`src/rtl/crc8_pkg.sv`:
```
// Shared CRC-8 definitions: default polynomial, FSM state encodings and the
// single-bit LFSR step used by both the generator and the checker.
package crc8_pkg;

  localparam logic [7:0] CRC8_POLY_DEFAULT = 8'h07;

  // FSM state encodings (2-bit constants)
  localparam logic [1:0] ST_IDLE = 2'd0;
  localparam logic [1:0] ST_DATA = 2'd1;
  localparam logic [1:0] ST_CRC  = 2'd2;
  localparam logic [1:0] ST_DONE = 2'd3;

  // One MSB-first LFSR step: feedback is the outgoing MSB xor the new bit.
  function automatic logic [7:0] crc8_step(input logic [7:0] crc,
                                           input logic       data_bit,
                                           input logic [7:0] poly);
    logic fb;
    fb = crc[7] ^ data_bit;
    return {crc[6:0], 1'b0} ^ (fb ? poly : 8'h00);
  endfunction

endpackage

```
`src/rtl/crc8_lfsr.sv`:
```
// Registered 8-bit CRC LFSR with load/step/hold control. Also exposes the
// value the register would take on a step so callers can act on it early.
module crc8_lfsr
  import crc8_pkg::*;
#(
  parameter logic [7:0] POLY = CRC8_POLY_DEFAULT,
  parameter logic [7:0] INIT = 8'h00
) (
  input  logic       clk,
  input  logic       rst_n,
  input  logic       load,
  input  logic       step,
  input  logic       data_in,
  output logic [7:0] crc,
  output logic [7:0] crc_next
);

  logic [7:0] crc_q;
  logic [7:0] crc_d;

  // Next-state selection: load wins over step, otherwise hold.
  always_comb begin
    crc_next = crc8_step(crc_q, data_in, POLY);
    crc_d    = crc_q;
    if (load) begin
      crc_d = INIT;
    end else if (step) begin
      crc_d = crc_next;
    end else begin
      crc_d = crc_q;
    end
  end

  // LFSR register with synchronous active-low reset to the preset value.
  always_ff @(posedge clk) begin
    if (!rst_n) begin
      crc_q <= INIT;
    end else begin
      crc_q <= crc_d;
    end
  end

  assign crc = crc_q;

endmodule

```
`config.mk`:
```
export PLATFORM = sky130hd
export DESIGN_NAME = crc8_lfsr
export DESIGN_NICKNAME = d
export VERILOG_FILES = /design/src/rtl/crc8_pkg.sv /design/src/rtl/crc8_lfsr.sv
export SDC_FILE = /design/constraint.sdc
export NUM_CORES = 1
export LEC_CHECK = 0
export ABC_AREA = 1
export CAP_MARGIN = 20
export CORE_AREA = 8 8 45 47
export DETAILED_ROUTE_END_ITERATION = 8
export DIE_AREA = 0 0 53 55
export GPL_ROUTABILITY_DRIVEN = 0
export HOLD_SLACK_MARGIN = 0.06
export PLACE_DENSITY = 0.76
export SLEW_MARGIN = 20
export SYNTH_ARGS = -nofsm -noshare
export SYNTH_HDL_FRONTEND = slang
export SYNTH_SLANG_ARGS = --single-unit
```
`constraint.sdc`:
```
create_clock -name clk -period 1.2 [get_ports clk]
set_input_delay 0.36 -clock clk [delete_from_list [all_inputs] [get_ports clk]]
set_output_delay 0.36 -clock clk [all_outputs]
set_load 0.1 [all_outputs]
```
==> After elaboration in Yosys (flattened, before gate mapping) <==
Index checks and enable logic that the tools add are counted.
{ "totals": {"register_bits": 8, "inputBits": 5, "output_inout_bits": 16, "elab_cells": 6} }
{ "op_classes": {"mux": 1, "bitwise_logic": 3, "n_reduce_logical": 1} }
{ "ops": {"columns": ["op", "count"], "rows": [
  ["8-bit by 3-bit bitwise XOR with 8-bit output", 1],
  ["3-bit two-way mux", 1],
  ["2-bit OR reduction", 1],
  ["1-bit NOT", 1],
  ["1-bit bitwise XOR", 1]
]} }

==> Longest topological paths before layout <==
{ "depth": {"depth_word": 3, "depth_mapped": 6, "mapped_depth_nobuf": 6} }

==> Least setup slack after synthesis <==
No wires, ideal clock.
{ "synth_path": {"path_kind": "reg2out", "from": "register crc_q[7], in the netlist crc[7]", "to": "output crc_next[1]", "t_arrival_ns": 1.981, "required_time_ns": 0.840, "path_slack_ns": -1.141, "stages_incl_launch_ff": 5, "path_buffers": 0, "cell_sequence": "dfxtp_1 -> inv_2 -> nand2_2 -> nand3_1 -> nand2_1"} }
{ "synth_between": {"elab_chain_len": 3} }
{ "synth_rtl": {"columns": ["element", "line", "source"], "rows": [
  ["from (decl)", "crc8_lfsr.sv:18", "logic [7:0] crc_q;"],
  ["from (signal assigned)", "crc8_lfsr.sv:39", "crc_q <= crc_d;"],
  ["1-bit bitwise XOR", "crc8_pkg.sv:18", "fb = crc[7] ^ data_bit;"],
  ["3-bit two-way mux", "crc8_pkg.sv:19", "return {crc[6:0], 1'b0} ^ (fb ? poly : 8'h00);"],
  ["8-bit by 3-bit bitwise XOR with 8-bit output", "crc8_pkg.sv:19", null],
  ["to (decl)", "crc8_lfsr.sv:15", "output logic [7:0] crc_next"]
]} }
Every way passes these cells.

==> Worst setup path in the final report <==
{ "layout_path": {"from": "register crc_q[7], in the netlist crc[7]", "to": "output crc_next[2]"} }
Same word-level chain as after synthesis.

==> impl_metrics.tcl <==
set metrics [dict create \
    htreeDepth 1 \
    crit_arrival_ns 1.13 \
    min_to "crc[6]" \
    p_clk_share_pct 24.2 \
    relSlewSlack_pct 86.71 \
    peakVddDrop_mv 0.8007 \
    dr_wl_met3_um 48 \
    initial_utilization_pct 30.02 \
    power_density_nw_per_um2 803.4 \
    rsz0062_at_grt "yes" \
    min_period_ns 1.495 \
    startpoint_type "flop" \
    ioPinCount 21 \
    syn2layout_area_growth_pct 157.2 \
    cts_tree "yes" \
    hold_path.startpoint "crc[6]" \
    num_rows 14 \
    grt_max_degree 10 \
    worstSkewPairLatency_ns 0.26 \
    hold_path_class "reg -> reg" \
    setup-violations-final 5 \
    n_fill_cell 85 \
    cts_made_buffers 3 \
    synthCells 57 \
    leakage_nw 0.4574 \
    rrSetupSlack_ns 0.04 \
    die_y_um 55 \
    hold-worst-slack_ns 0.5167 \
    cp-end-kind "output port" \
    fin_nets 98 \
    timing.rr.end "crc[0]" \
    post-place-ws_ns -0.6009 \
    pwr-share-seq_pct 31.7 \
    fin_ws_ns -0.2946 \
    whs_path_depth 2 \
    drv_cap 0 \
    dp.cells 94 \
    slew_viol_final 0 \
    grt.overflow.total 0 \
    ant_nets 0 \
    grtUsageTotal_pct 8.972 \
    synth_warnings 0 \
    vias 488 \
    viasPerCell 4.561 \
    syn_nets 62 \
    drt_iter0_markers 3 \
    coreArea_um2 1384 \
    layout.cells.non_filler 107 \
    violations "negative setup slack" \
    synthTopCellsByArea "dfxtp_1 39%, nand2_1 13%, buf_4 9.0%" \
    worst_slew_pin_slew_ns 0.1987 \
    port_buffers 20 \
    diodes 0 \
    pwr-share-comb_pct 44.1 \
    hold_viol 0 \
    cp_max_fo 4 \
    die_area_um2 2915 \
    antenna_found_initial 0 \
    utilization_pct 77.22 \
    largest_register_ffs 8 \
    grt_pass1_vias 454 \
    seqCellArea_um2 190.2 \
    clk_pin_slew_ns 0.05 \
    fmax_ghz 0.6691 \
    reg2reg_from "crc[7]" \
    clk_root_buffer_cell "clkbuf_4" \
    synth.cell_area_um2 415.4 \
    drive_above_1_share_pct 69.23 \
    internal-power_mw 0.5248 \
    status "finished with violations" \
    dr.pass1.iters 2 \
    route.met2.wl_um 695 \
    synth_top_area_cell "dfxtp_1" \
    cts_sinks 8 \
    period_share_pct 124.6 \
    post-route-drc-count 0 \
    dieWidth_um 53 \
    syn_avg_cell_area_um2 7.288 \
    hpwl_mm 1.003 \
    swShare_pct 38.86 \
    highest-signal-layer "met4" \
    wl_per_cell_um 12.05 \
    grt_first_pass_wirelength_mm 1.897 \
    p_switching_mw 0.3336 \
    yosys.area.top_type_share_pct 38.55 \
    path_class "reg -> out" \
    clock_skew_ns 0.007107 \
    ys_seq_area_share_pct 38.55 \
    ys_ff_latch 8 \
    multi_input_area_um2 296.5 \
    cts_max_path_buffers 2 \
    yosys.cell_types.count 14 \
    worstPathRequired_ns 0.84 \
    routedLengthMet1_um 481 \
    total_power_mw 0.8585 \
    rr_worst_depth 7 \
    wirelength_mm 1.289 \
]
[critical path: stages, from the launching register on]
cell	delay, ns
dfxtp_4	0.39
inv_6	0.06
nand2_8	0.08
nand3_4	0.10
nand2_8	0.09
buf_12	0.16
[area by class of cell]
type / instances / area share, %
Clock buffer: 3 / 2.108
Inverter: 10 / 4.215
Multi-Input combinational cell: 33 / 27.75
Sequential cell: 8 / 17.80
Tap cell: 16 / 1.874
Timing Repair Buffer: 37 / 46.25
[how the worst max path moves through the flow]
| stage | slack [ns] | to | from |
|---|---|---|---|
| final | -0.29 | crc_next[2] | crc[7] |
| after global routing | -0.34 | crc_next[1] | crc[7] |
| after CTS | -0.30 | crc_next[1] | crc[7] |
| after detailed placement | -0.60 | crc_next[1] | data_in |
| after global placement | -0.58 | crc_next[1] | data_in |
| after floorplan | -0.19 | crc_next[1] | crc[7] |
[cell usage after synthesis]
| library cell | number |
|---|---|
| o21ai_1 | 1 |
| nand2_2 | 2 |
| buf_6 | 1 |
| dfxtp_1 | 8 |
| inv_2 | 2 |
| a21oi_2 | 1 |
| buf_4 | 5 |
| a211oi_2 | 2 |
| inv_4 | 1 |
| nor2_1 | 2 |
| a21oi_1 | 5 |
| nand2_1 | 14 |
| inv_1 | 7 |
| nand3_1 | 6 |
[cell usage in the layout, fill, tap and decap left out]
master           count
buf_12              16
buf_4               14
nand2_1              8
dfxtp_4              8
inv_1                7
a21oi_1              5
nand2_8              4
nand3_4              4
clkbuf_4             3
clkdlybuf4s50_1      3
buf_6                3
nand2_4              2
nand2_2              2
nand3_1              2
nor2_1               2
a211oi_2             2
inv_2                1
inv_6                1
inv_4                1
o21ai_1              1
a21oi_2              1
buf_2                1
[through the flow]
step	area, um2	setup TNS (ns)
after global routing	1069	-1.281
after global placement	937.1	-3.372
after CTS	1023	-1.037
after detailed placement	937.1	-3.610
final	1069	-1.048
after floorplan	571.8	-0.5114
[cell families after synthesis]
| family | after synthesis | synth area share [%] |
|---|---|---|
| compound gates | 9 | 15.36 |
| buf+inv | 16 | 21.39 |
| flops | 8 | 38.55 |
| simple gates | 24 | 24.70 |
[power groups by stage]
stage	logic [mW]	registers (mW)	clock network, mW
6_report	0.378	0.272	0.208
5_1_grt	0.392	0.273	0.239
4_1_cts	0.370	0.274	0.222
3_5_place_dp	0.345	0.280	0
3_3_place_gp	0.340	0.279	0
2_1_floorplan	0.178	0.326	0
[routing by layer]
metal / vias to the layer above / global-route usage [%]
li1: 244 / -
met1: 224 / 8.689
met2: 16 / 15.63
met3: 4 / 1.604
met4: 0 / 9.052
met5: - / 0
[repair_timing]
action / 4_1_cts / 5_1_grt
setup endpoints to repair: 7 / 15
hold buffers: 0 / 0
gates resized for setup: 12 / 0
pin swaps: 7 / 1
buffers inserted: 4 / 6
Note: power is estimated with default switching activity, not from simulation.
==> RTL edit, RTL diff (same settings) <==
Add an input register stage for `data_in`, with the module's reset; this delays it by one clock. The other inputs are not delayed to match.
--- a/src/rtl/crc8_lfsr.sv
+++ b/src/rtl/crc8_lfsr.sv
@@ -17,2 +17,12 @@
 
+  logic data_q;
+
+  always_ff @(posedge clk) begin
+    if (!rst_n) begin
+      data_q <= '0;
+    end else begin
+      data_q <= data_in;
+    end
+  end
+
   logic [7:0] crc_q;
@@ -22,3 +32,3 @@
   always_comb begin
-    crc_next = crc8_step(crc_q, data_in, POLY);
+    crc_next = crc8_step(crc_q, data_q, POLY);
     crc_d    = crc_q;
Function: changed (a bounded check fails within 4 cycles, from zero or initial values and one cycle with rst_n low).
==> RTL edit against the original RTL <==
The flow still finishes with violations (negative setup slack). Final cell count up 0.93%. Worst setup slack worse by 6.0 ps. Sequential cell count up 1. Area after synthesis up 6.0%. Power up 6.6%. Clock power up 13%. Final area up 1.2%. Via count up 1.0%. Die area unchanged. Routed wire length up 7.1%. Critical path type unchanged. Critical endpoint is now crc_next[1]. Largest cell class unchanged.
==> RTL edit: results (changes against the original RTL) <==
- DP HPWL: 1010 um (+0.32%)
- Worst reg-to-reg setup slack: 60 ps (+20 ps)
- Pre-CTS setup slack: -176 ps (+425 ps)
- Lkg Pwr: 0.453 nW (-1.1%)
- Non-clock buffers: 34 (-8.1%)
- Register area: 211 sq um (+11%)
- Multi-input gate area: 295 sq um (-0.42%)
- Global-route wire length before repair: 1970 um (+3.6%)
- Worst hold margin: 518 ps (+0.882 ps)
- Hold wc startpoint: crc[3]
- Setup slack after layout: -301 ps (-5.96 ps)
- FF-to-FF Start: data_q
- Non-clk invs: 11 (+1)
- Final non-clock buffer share: 0.441 (-0.0216)
- Run status: complete, but fails checks
- Endpoints failing setup: 4 (-1)
- FF+latch count: 9 (+1)
- Layout Utilization: 0.781 (+0.00904)
- Fillers: 76 (-11%)
- Worst Hold Endpoint: crc[4]
- Area post-placement: 982 sq um (+4.8%)
- Failing checks: negative setup slack
- Overall global routing resource usage: 0.0921 (+0.00239)
- Metal2 WL: 757 um (+8.9%)
- Met1 global-route usage: 0.0905 (+0.00360)
- Detailed Route Iter0 Violations: 10 (+7)
## RTL edit: cell types whose count changed in the layout (fill, tap and decap cells not counted), sizes merged
cell / change
buf: -4
clkbuf: +1
clkdlybuf4s50: +1
dfxtp: +1
inv: +1
nand2: +1
## RTL edit: worst reg2reg max path, stage by stage, from the launching register on
cell,delay [ps]
dfxtp_2,360
inv_2,70
nand2_4,100
buf_6,120
nand2_8,50
buf_4,130
o21ai_1,140
inv_1,70
## RTL edit: power breakdown
part           internal [mW]  switching, mW
Sequential             0.295         0.0156
Clock                  0.128          0.106
Combinational          0.147          0.223
## RTL edit: what timing repair did
| item | CTS | global route |
|---|---|---|
| pin swaps | 4 | 1 |
| resized for setup | 8 | 0 |
| endpoints found under the setup margin | 4 | 12 |
| hold endpoints to repair | 0 | 0 |
| buffers inserted | 1 | 4 |
## RTL edit: cell families after synthesis
family,count (synthesis),synth area share
buf+inv,17,0.216
flops,9,0.409
compound gates,9,0.134
simple gates,25,0.241
